`config.mk`:
```
export PLATFORM = sky130hd
export DESIGN_NAME = counter64_reader
export DESIGN_NICKNAME = d
export VERILOG_FILES = /design/src/rtl/counter64_reader.sv
export SDC_FILE = /design/constraint.sdc
export NUM_CORES = 1
export LEC_CHECK = 0
export ABC_AREA = 1
export ABC_CLOCK_PERIOD_IN_PS = 2800
export CAP_MARGIN = 5
export CORE_AREA = 2 2 133 135
export DETAILED_ROUTE_END_ITERATION = 10
export DIE_AREA = 0 0 135 137
export GPL_TIMING_DRIVEN = 0
export PLACE_DENSITY = 0.73
export SYNTH_ARGS = -nofsm -noshare
export SYNTH_HDL_FRONTEND = slang
export SYNTH_SLANG_ARGS = --single-unit
```
`constraint.sdc`:
```
create_clock -name i_clk -period 2.8 [get_ports i_clk]
set_input_delay 0.56 -clock i_clk [delete_from_list [all_inputs] [get_ports i_clk]]
set_output_delay 0.56 -clock i_clk [all_outputs]
set_load 0.05 [all_outputs]
```
`src/rtl/counter64_reader.sv`:
```
// counter64_reader: read engine for a bank of counter64 instances.
// Walks counters 0..NUM_COUNTERS-1 after a start pulse. For each one it
// strobes the LSB sample, captures a coherent {MSB, LSB} pair and offers it
// on a valid/ready stream.
// Optional feature macro: COUNTER64_READER_CLEAR_EN (clear-on-read; pulses
// o_counter_rst[index] during CAPTURE). Without it o_counter_rst is 0.
//
// Stream handshake: a word transfers on a rising edge of i_clk where
// o_valid and i_ready are both high. While o_valid is high and i_ready is
// low, o_data/o_index/o_last hold and o_valid stays high until the transfer.
module counter64_reader #(
   parameter int NUM_COUNTERS = 4
) (
   input  logic                        i_clk,
   input  logic                        i_areset,
   input  logic                        i_start,
   output logic                        o_busy,
   output logic [NUM_COUNTERS-1:0]     o_lsb_sample,
   output logic [NUM_COUNTERS-1:0]     o_counter_rst,
   input  logic [32*NUM_COUNTERS-1:0]  i_msb,
   input  logic [32*NUM_COUNTERS-1:0]  i_lsb,
   output logic                        o_valid,
   input  logic                        i_ready,
   output logic [7:0]                  o_index,
   output logic [63:0]                 o_data,
   output logic                        o_last,
   output logic [1:0]                  o_dbg_state
);

   typedef enum logic [1:0] {
      ST_IDLE    = 2'd0,
      ST_SAMPLE  = 2'd1,
      ST_CAPTURE = 2'd2,
      ST_OUTPUT  = 2'd3
   } state_t;

   localparam logic [7:0] LAST_INDEX = 8'(NUM_COUNTERS - 1);

   state_t                  state;
   state_t                  state_next;
   logic [7:0]              index;
   logic [7:0]              index_next;
   logic [31:0]             msb_hold;
   logic [31:0]             lsb_hold;
   logic [31:0]             msb_sel;
   logic [31:0]             lsb_sel;
   logic [NUM_COUNTERS-1:0] sample_next;
   logic                    at_last;

   assign at_last     = (index == LAST_INDEX);
   assign o_dbg_state = state;
   // Word registers feed the stream directly; they only change in
   // SAMPLE/CAPTURE, so they are stable throughout OUTPUT.
   assign o_data      = {msb_hold, lsb_hold};
   assign o_index     = index;

   // Select the MSB/LSB lanes of the counter currently being read.
   always_comb begin
      msb_sel = '0;
      lsb_sel = '0;
      for (int k = 0; k < NUM_COUNTERS; k++) begin
         if (index == 8'(k)) begin
            msb_sel = i_msb[32*k +: 32];
            lsb_sel = i_lsb[32*k +: 32];
         end
      end
   end

   // Next-state and next-index logic of the scan FSM.
   always_comb begin
      state_next = state;
      index_next = index;
      case (state)
         ST_IDLE: begin
            if (i_start) begin
               index_next = '0;
               state_next = ST_SAMPLE;
            end
         end
         ST_SAMPLE:  state_next = ST_CAPTURE;
         ST_CAPTURE: state_next = ST_OUTPUT;
         ST_OUTPUT: begin
            if (i_ready) begin
               if (at_last) begin
                  state_next = ST_IDLE;
               end else begin
                  index_next = index + 8'd1;
                  state_next = ST_SAMPLE;
               end
            end
         end
         default: state_next = ST_IDLE;
      endcase
   end

   // One-hot sample strobe for the counter about to enter SAMPLE.
   always_comb begin
      sample_next = '0;
      for (int k = 0; k < NUM_COUNTERS; k++) begin
         sample_next[k] = (state_next == ST_SAMPLE) && (index_next == 8'(k));
      end
   end

   // State and index registers.
   always_ff @(posedge i_clk or posedge i_areset) begin
      if (i_areset) begin
         state <= ST_IDLE;
         index <= '0;
      end else begin
         state <= state_next;
         index <= index_next;
      end
   end

   // MSB is taken on the same edge the counter latches its LSB, so the
   // pair read back in CAPTURE describes one instant of the counter.
   always_ff @(posedge i_clk or posedge i_areset) begin
      if (i_areset) begin
         msb_hold <= '0;
         lsb_hold <= '0;
      end else begin
         if (state == ST_SAMPLE) begin
            msb_hold <= msb_sel;
         end
         if (state == ST_CAPTURE) begin
            lsb_hold <= lsb_sel;
         end
      end
   end

   // Registered stream and status outputs, decoded from the next state.
   always_ff @(posedge i_clk or posedge i_areset) begin
      if (i_areset) begin
         o_busy       <= 1'b0;
         o_valid      <= 1'b0;
         o_last       <= 1'b0;
         o_lsb_sample <= '0;
      end else begin
         o_busy       <= (state_next != ST_IDLE);
         o_valid      <= (state_next == ST_OUTPUT);
         o_last       <= (state_next == ST_OUTPUT) && (index_next == LAST_INDEX);
         o_lsb_sample <= sample_next;
      end
   end

`ifdef COUNTER64_READER_CLEAR_EN
   logic [NUM_COUNTERS-1:0] clear_next;

   // One-hot clear strobe for the counter about to enter CAPTURE; its value
   // has already been sampled, so clearing now only loses late increments.
   always_comb begin
      clear_next = '0;
      for (int k = 0; k < NUM_COUNTERS; k++) begin
         clear_next[k] = (state_next == ST_CAPTURE) && (index_next == 8'(k));
      end
   end

   // Registered clear strobe.
   always_ff @(posedge i_clk or posedge i_areset) begin
      if (i_areset) begin
         o_counter_rst <= '0;
      end else begin
         o_counter_rst <= clear_next;
      end
   end
`else
   assign o_counter_rst = '0;
`endif

endmodule

```
# Word level (Yosys, flattened, before mapping)
# Index checks and enable logic that the tools add are counted.
[word_totals] reg_bits=81 input_bits=260 output_inout_bits=85 word_cells=45
[op_classes] addsub=1 eq_ne=11 n_mux=16 n_reduce_logical=9
[op_table] op="32-bit two-way mux" n=8
[op_table] op="8-bit by 2-bit equality test with 1-bit output (second input constant)" n=4
[op_table] op="8-bit two-way mux" n=3
[op_table] op="8-bit by 1-bit equality test with 1-bit output (second input constant)" n=2
[op_table] op="8-bit zero test" n=2
[op_table] op="8-bit case mux with 2 select lines" n=1
[op_table] op="8-bit by 1-bit adder with 8-bit output (second input constant)" n=1
[op_table] op="2-bit case mux with 4 select lines" n=1
[op_table] op="2-bit equality test (second input constant)" n=3
[op_table] op="1-bit logical AND" n=5
[op_table] op="2-bit by 1-bit equality test with 1-bit output (second input constant)" n=2
[op_table] op="2-bit two-way mux" n=2
[op_table] op="2-bit zero test" n=1
[op_table] op="2-bit nonzero test" n=1
[op_table] op="1-bit two-way mux" n=1

# Depth between registers and ports, before layout
[depth] depth_word=6 depth_mapped=13 depth_no_buf=13

# Least setup slack after synthesis
# OpenSTA, ideal clock, no wires.
[synth_path] path_kind="register -> register" from="register index[1] (netlist: o_index[1])" to="register msb_hold[0]" setup_ns=0.066 t_arrival_ns=1.975 required_time_ns=2.734 path_slack_ns=0.759 stages_incl_launch_ff=12 path_buffers=2 period_less_slack_ns=2.041 path_cell_list="dfrtp_1 -> inv_1 -> ha_1 -> inv_1 -> buf_2 -> clkbuf_1 -> nand2_1 -> o21ai_1 -> nand2_1 -> nand2_1 -> o211ai_1 -> nand2_1"
[synth_via] elab_chain_cells=5 elab_cells_between_ends=8 classes_between="eq/ne: 3; mux: 4; reduce/logical: 1"
[synth_lines] element="from (decl)" line="41" rtl="logic [7:0] index;"
[synth_lines] element="from (signal assigned)" line="111" rtl="index <= index_next;"
[synth_lines] element="8-bit zero test" line="62" rtl="if (index == 8'(k)) begin"
[synth_lines] element="32-bit two-way mux (3 in a row)" line="62"
[synth_lines] element="32-bit two-way mux *" line="62"
[synth_lines] element="to (signal assigned)" line="123" rtl="msb_hold <= msb_sel;"
[synth_lines] element="to (decl)" line="43" rtl="logic [31:0] msb_hold;"
# Mark *: on every way between the ends. The rest lies on a longest branch, timed or not.
# A chain may end at the register's enable or synchronous reset.

# Worst setup path in the final report
[layout_path] from="register index[0] (netlist: o_index[0])" to="register lsb_hold[4]"
[layout_via] elab_chain_cells=5 elab_cells_between_ends=8 classes_between="eq/ne: 3; mux: 4; reduce/logical: 1"
[layout_lines] element="8-bit zero test" line="62"
[layout_lines] element="32-bit two-way mux (3 in a row)" line="62"
[layout_lines] element="32-bit two-way mux *" line="62"
[layout_lines] element="to (signal assigned)" line="126" rtl="lsb_hold <= lsb_sel;"
[layout_lines] element="to (decl)" line="44" rtl="logic [31:0] lsb_hold;"
# Marked as above.

==> qor.yml <==
antenna_found_initial: 0
synthTopCellsByArea: "dfrtp_1 36%, nand2_1 29%, o211ai_1 8.6%"
vias_per_cell: 4.840
fin_skew_ns: 0.005795
grt_pass1_vias: 6876
end_kind: "register"
status: "completed"
hold_violations: 0
fmax_mhz: 437.2
dp.cells: 1438
tns_ns: 0
timing.hold.worst_path_depth: 2
synth.avg_cell_area_um2: 6.496
instances_no_fill: 1454
final_antenna_net_count: 0
yosysTopAreaCell: "dfrtp_1"
die_w_um: 135
synthesis.area_um2: 5645
fillers: 1638
p_per_area_nw_per_um2: 937.9
gp_congestion: 0.8628
cp.arrival_ns: 2.57
place_ws_ns: 0.3548
cts_root_buf: "clkbuf_16"
area_growth_pct: 71.41
finalCriticalPeriod_ns: 2.287
synthCells: 869
min_path_type: "register to register"
cts_hold_buf: 0
track_usage_pct: 25.17
power_w: 0.009076
ir_worst_vdd_v: 0.0005142
clock_latency_ns: 0.34
ioPinCount: 345
required_ns: 3.08
critPathMaxFanout: 10
synth_flop_cell: "dfrtp_1"
synth.top_cell.area_share_pct: 35.90
vias: 7037
max_slew_margin_pct: 47.20
clock-sinks: 81
n_antenna_cell: 0
die_area_um2: 18500
port_buffers: 340
p_leak_nw: 4.588
finalSetupViolCount: 0
ctsResizeCount: 0
max-cap-violations: 0
htree_levels: 3
firstDrtPassIters: 5
cts_buffer_depth: 2
crit_type: "register to register"
grt_pass1_wl_mm: 35.99
postCtsSetupBuffers: 0
die_height_um: 137
start_util_pct: 33.10
synth_warnings: 0
synth_edf_count: 0
drc_errors: 0
num_rows: 48
cts_inserted_buffers: 9
final_layout_size_suffix_gt1_share_pct: 5.533
seq_area_um2: 2027
tightest_slew_ns: 0.7894
period_share_pct: 81.68
ys_seq_elements: 81
wire_per_inst_um: 16.47
grt_max_degree: 45
rsz0062_at_grt: "false"
overflow: 0
multi_input_area_um2: 3158
worstRegToRegCells: 9
yosysUniqueCellTypes: 24
startpoint_type: "register"
first_iter_violations: 338
path_clk_slew_ns: 0.07
fin_nets: 1492
yosysSeqAreaShare_pct: 35.90
cts_tree: "built"
hpwl_mm: 18.70
drt_wl_total_mm: 23.95
core_area_um2: 17060
postSynth.asyncResetShare_pct: 100.0
setup_ws_ns: 0.5129
slew_viol_final: 0
## power breakdown
| part | switching (W) | total [W] | internal, W |
|---|---|---|---|
| clock | 0.000527 | 0.00123 | 0.000699 |
| combinational | 0.00397 | 0.00604 | 0.00206 |
| sequential | 0.000236 | 0.00181 | 0.00158 |
## sequential cells by signal (all words and copies together), names as in the netlist
| name | count |
|---|---|
| o_index | 8 |
| o_dbg_state | 2 |
| msb_hold | 32 |
| o_last | 1 |
| o_valid | 1 |
| o_busy | 1 |
| lsb_hold | 32 |
| o_lsb_sample | 4 |
## worst max-delay path, stage by stage (launching register included)
cell and delay [ns]:
dfrtp_1 0.46, inv_1 0.13, ha_1 0.21, nand3_1 0.11
clkbuf_1 0.57, buf_2 0.36, nand2_1 0.08, nand2_1 0.06
o211ai_1 0.14, nand2_1 0.10
## layout make-up
class / count / area share (%)
timing repair buffer: 341 / 35.45
sequential: 81 / 20.95
buffer: 65 / 3.672
clock buffer: 9 / 2.327
tap: 225 / 2.909
inverter: 31 / 1.228
multi-input combinational: 695 / 32.64
clock inverter: 7 / 0.8275
## logic make-up after synthesis
logic type / Yosys count / synth area share, %
flip-flops: 81 / 35.90
other: 1 / 0.06643
adder cells (fa/ha/maj): 8 / 1.773
AO/OA/AOI/OAI: 201 / 20.74
buffers and inverters: 96 / 8.355
AND/OR/NAND/NOR: 482 / 33.16
## metal layers
layer  part of all wire [%]  wire length, µm  track usage (%)
met1                     42             9945            29.60
met5                      0                0                0
met2                     47            11320            43.85
met4                    3.6              853            11.28
met3                    7.6             1831            5.778
## stage by stage
step / cell area, µm² / hold slack (ns) / util (%)
global route: 9677 / 0.4942 / 56.73
floorplan: 5657 / 0.7206 / -
CTS: 9677 / 0.4816 / 56.73
global placement: 9341 / 0.4614 / 54.77
detailed placement: 9371 / 0.4646 / 54.94
finish: 9677 / 0.4764 / 56.73
## cells in the mapped netlist, types with 6 or more instances
master,n
inv_1,27
a21oi_1,66
nand2_1,435
nand3_1,11
dfrtp_1,81
clkbuf_1,22
ha_1,8
nor2_1,23
o211ai_1,65
buf_4,11
buf_1,6
o21ai_1,61
o21ai_0,8
buf_2,20
buf_6,6
## final timing paths
kind	to	startpoint	slack, ns
max in group asynchronous	msb_hold[13]	i_areset	1.58
hold reg to reg	msb_hold[1]	msb_hold[1]	0.48
min in group asynchronous	lsb_hold[3]	i_areset	0.62
setup reg to reg	lsb_hold[4]	o_index[0]	0.51
setup / recovery	lsb_hold[4]	o_index[0]	0.51
hold / removal	msb_hold[1]	msb_hold[1]	0.48
## layout by cell type, fill, tap and decap left out, types with 5 or more instances in the layout
cell type / instances
o21ai_1: 61
nor2_1: 23
buf_2: 20
nand2_1: 435
o21ai_0: 8
buf_6: 6
clkbuf_1: 22
a21oi_1: 66
nand3_1: 11
buf_4: 11
inv_1: 26
buf_1: 6
o211ai_1: 65
ha_1: 8
nor2_2: 5
clkbuf_16: 9
dfrtp_1: 81
clkdlybuf4s50_1: 340
(Power assumes the default switching activity.)
==> RTL edit 1, RTL diff (same settings) <==
Build with the macro `COUNTER64_READER_CLEAR_EN` defined.
--- a/src/rtl/counter64_reader.sv
+++ b/src/rtl/counter64_reader.sv
@@ -10,2 +10,4 @@
 // low, o_data/o_index/o_last hold and o_valid stays high until the transfer.
+`define COUNTER64_READER_CLEAR_EN
+
 module counter64_reader #(
Check against the original RTL: not equivalent (Yosys sat finds a counterexample within 4 cycles, from zero or initial values and one cycle with i_areset high).
==> RTL edit 1 against the unedited design <==
- count of clock-buffer cells in the layout unchanged
- critical path type unchanged
- power rose by 1.6%
- maximum frequency decreased by 3.8%
- setup slack worse by 91 ps
- cell count rose by 0.55%
- clock skew up 5.9 ps
- utilization rose by 0.65 points
- sequential cell count increased by 4
- first-iteration DRC count grew 55%
- synthesized area rose by 1.9%
- highest routed layer unchanged
- largest cell class unchanged
- routed wire length increased by 19%
- design area up 1.1%
- via count increased by 7.4%
==> RTL edit 1: results (changes against the unedited design) <==
r2r_end: "lsb_hold[31]"
place_area_um2: 9500  # +1.3%
ctsHtreeMaxLevel: 3  # unchanged
leakage_nw: 4.49  # -2.2%
grtUsageTotal: 0.306  # +0.0544
cp_slowest_cell: "dfrtp_1"
r2r_slack_ps: 420  # -90 ps
cts_root_buffer: "clkbuf_16"
antenna_found_initial: 0  # unchanged
hold_depth: 2  # unchanged
viasPerCell: 5.17  # +6.8%
synth_compound_area_frac: 0.203  # -0.00423
max_stage_delay_ps: 460  # -110 ps
grt_pass1_vias: 7421  # +7.9%
ys_top_cells_by_area: "dfrtp_1 37%, nand2_1 22%, o21ai_0 8.4%"
maxSlewHeadroom: 0.530  # +0.0576
num-nets-final: 1500  # +0.54%
grt_pass1_wl_mm: 42.7  # +19%
finalWeightedCongestion: 0.958  # +11%
synth_cell_types: 27  # +13%
diodes: 0  # unchanged
crit_family: "simple AND/OR/NAND/NOR gates"
worstPathMaxFanout: 10  # unchanged
outcome: "completed"
ir_drop_mv: 0.507  # -1.5%
insertion_delay_ps: 350
synthArstFlopShare: 1.00  # unchanged
reg2reg_from: "o_index[1]"
yosys.area_share.xor_xnor: 0  # unchanged
drt_iter0_drc: 524  # +55%
cts_tree: "yes"
worstHoldStart: "msb_hold[9]"
drive_gt1_frac: 0.0534  # -0.00197
io_buffers: 343  # +0.88%
cp.arrival_ps: 2640  # +70 ps
worst_hold_path.endpoint: "msb_hold[9]"
fin_hold_ws_ps: 478  # +2.08 ps
synth_seq_area_share: 0.370  # +0.0108
synth_top_cells_by_count: "337 x nand2_1, 96 x o21ai_0, 85 x dfrtp_1"
finalClockSkew_ps: 11.7  # +5.87 ps
hpwl_mm: 22.1  # +18%
synthAdderAreaFrac: 0.0174  # -0.000324
grt_max_degree: 56  # +24%
wl_mm: 28.4  # +19%
## RTL edit 1: cell count changes after synthesis, sizes merged, moves of 4 or more
cell and delta:
buf -5, clkbuf +5, nand4 +32, inv +10, nor2 +13, o31ai +13, nor3 +5, dfrtp +4
a21oi +4, o21ai +51, nand2 -95, o211ai -51, nand3 +21
## RTL edit 1: worst min-delay path, stage by stage (launching register included)
cell and delay, ps:
dfrtp_1 340, nand2_1 60, nand2_1 50
## RTL edit 1: power breakdown
group | leakage [nW] | switching, W | total, W | internal, W
registers | 1.10 | 0.000281 | 0.00198 | 0.00170
logic | 3.24 | 0.00401 | 0.00601 | 0.00200
clock network | 0.145 | 0.000543 | 0.00123 | 0.000688
total | 4.49 | 0.00484 | 0.00922 | 0.00439
## RTL edit 1: cells by family after synthesis
logic type                 Yosys count
buffers and inverters              107
and+or+nand+nor                    458
AOI/OAI and AO/OA                  219
DFF                                 85
adders and majority gates            8
## RTL edit 1: worst max path at each step
stage | from | to | slack (ps) | cells after the start
3_3_place_gp | i_areset | o_lsb_sample[0] | -1600 | 2
3_5_place_dp | o_index[1] | lsb_hold[31] | 470 | 9
5_1_grt | o_index[1] | lsb_hold[31] | 200 | 9
2_1_floorplan | i_areset | lsb_hold[0] | 50 | 1
6_report | o_index[1] | lsb_hold[31] | 420 | 9
4_1_cts | o_index[1] | lsb_hold[31] | 460 | 9
## RTL edit 1: area by class of cell
class	instances	area, um2
repair buffers	344	3460
multi-input cells	685	3170
plain buffers	65	297
fillers	1622	7270
clock inverters	7	66.3
flip-flops and latches	85	2130
inverters	42	163
clock buffers	9	225
well taps	225	282
## RTL edit 1: metrics by stage
step	TNS, ps	power [W]	instances	setup WS, ps	utilization
3_5_place_dp	0	0.00796	1446	469	0.557
4_1_cts	0	0.00920	1462	457	0.574
5_1_grt	0	0.00983	1462	195	0.574
6_report	0	0.00922	1462	422	0.574
2_1_floorplan	0	0.00573	877	46.5	-
3_3_place_gp	-135210	0.00789	1445	-1600	0.555
## RTL edit 1: per-layer routing
metal / routed length [um] / part of all wire / global-route usage
met3: 2480 / 0.087 / 0.0604
met1: 11900 / 0.42 / 0.398
met2: 13100 / 0.46 / 0.501
met4: 961 / 0.034 / 0.124
met5: 0 / 0 / 0
==> RTL edit 2, RTL diff (same settings) <==
Without the edit above. Register the output `o_dbg_state` once more, cleared by the reset; this adds one clock of latency there. The other outputs are not delayed to match.
--- a/src/rtl/counter64_reader.sv
+++ b/src/rtl/counter64_reader.sv
@@ -50,3 +50,9 @@
    assign at_last     = (index == LAST_INDEX);
-   assign o_dbg_state = state;
+   always_ff @(posedge i_clk or posedge i_areset) begin
+      if (i_areset) begin
+         o_dbg_state <= '0;
+      end else begin
+         o_dbg_state <= state;
+      end
+   end
    // Word registers feed the stream directly; they only change in
Check against the original RTL: not equivalent (Yosys sat finds a counterexample within 4 cycles, from zero or initial values and one cycle with i_areset high).
==> RTL edit 2 against the unedited design <==
- via count is 1.4% higher
- design area increased by 1.6%
- power grew 22%
- synthesized area grew 2.6%
- maximum frequency shrank 3.7%
- largest cell class unchanged
- routed wire length grew 5.6%
- setup slack lost 88 ps
- sequential cell count grew 2
- die area stayed put
- critical endpoint is now lsb_hold[18]
==> RTL edit 2: results (changes against the unedited design) <==
outcome: "completed"
crit_buf_inv: 5  # +2
drive_gt1_frac: 0.0593  # +0.00401
synth-seq-cells: 83  # +2.5%
grtUsageTotal: 0.266  # +0.0147
synth_top_cells_by_count: "408 x nand2_1, 114 x nand3_1, 83 x dfrtp_1, 83 x nor2_1, 35 x a21oi_1"
met3_length_mm: 1.97  # +7.8%
finalClockSkew_ps: 7.69  # +1.90 ps
reg2reg_from: "state[0]"
seqCellArea_um2: 2080  # +2.5%
max_stage_delay_ps: 480  # -90 ps
ir_drop_mv: 0.642  # +25%
leakage_nw: 4.83  # +5.4%
buf_share: 0.390  # -0.000935
tightestPinTransition_ps: 739  # -50.6 ps
finalWeightedCongestion: 0.836  # -3.1%
drt_iter0_drc: 378  # +12%
grt_pass1_vias: 6893  # +0.25%
p_seq_w: 0.00200  # +10%
synth_seq_area_share: 0.358  # -0.000589
r2r_end: "lsb_hold[18]"
synth_cell_types: 23  # -4.2%
multi_input_area_share: 0.327  # about the same
diodes: 1  # +1
fin_hold_ws_ps: 464  # -12.3 ps
worst_hold_path.endpoint: "o_dbg_state[1]"
clkCellAreaFrac: 0.0311  # -0.000486
r2r_slack_ps: 420  # -90 ps
swShare: 0.531  # +0.00887
antenna_found_initial: 2  # +2
grtUsageMet2: 0.455  # +0.0161
power_frac_seq: 0.180  # -0.020
dr_wl_met2_mm: 12.0  # +6.2%
grt_max_degree: 44  # -2.2%
grt_pass1_wl_mm: 37.4  # +3.9%
num_vias: 7135  # +1.4%
nClkBuffers: 12  # +3
avgSynthCellArea_um2: 6.41  # -1.3%
drt-met1-wl_mm: 10.3  # +4.0%
hpwl_mm: 19.9  # +6.2%
ys_top_cells_by_area: "dfrtp_1 36%, nand2_1 26%, nand3_1 9.8%"
==> RTL edit 2: worst max-delay path by stage <==
stage | start | end | cells past startpoint
after floorplan | i_areset | lsb_hold[0] | 1
after global placement | i_areset | msb_hold[8] | 2
after detailed placement | i_ready | o_lsb_sample[3] | 13
after CTS | state[0] | lsb_hold[18] | 8
after global routing | state[0] | lsb_hold[15] | 8
final | state[0] | lsb_hold[18] | 8
==> RTL edit 2: logic make-up after synthesis <==
logic type | after synthesis | synth area share
flops | 83 | 0.358
simple gates | 616 | 0.433
other cells | 1 | 0.000647
fa+ha+maj | 8 | 0.0173
buf+inv | 95 | 0.0894
compound gates | 101 | 0.102
==> RTL edit 2: through the flow <==
step | worst slack [ps] | cell area [um2] | setup TNS [ps]
2_1_floorplan | 103 | 5810 | 0
3_5_place_dp | 355 | 9520 | 0
6_report | 425 | 9830 | 0
4_1_cts | 425 | 9830 | 0
5_1_grt | 210 | 9830 | 0
3_3_place_gp | -1400 | 9490 | -115280
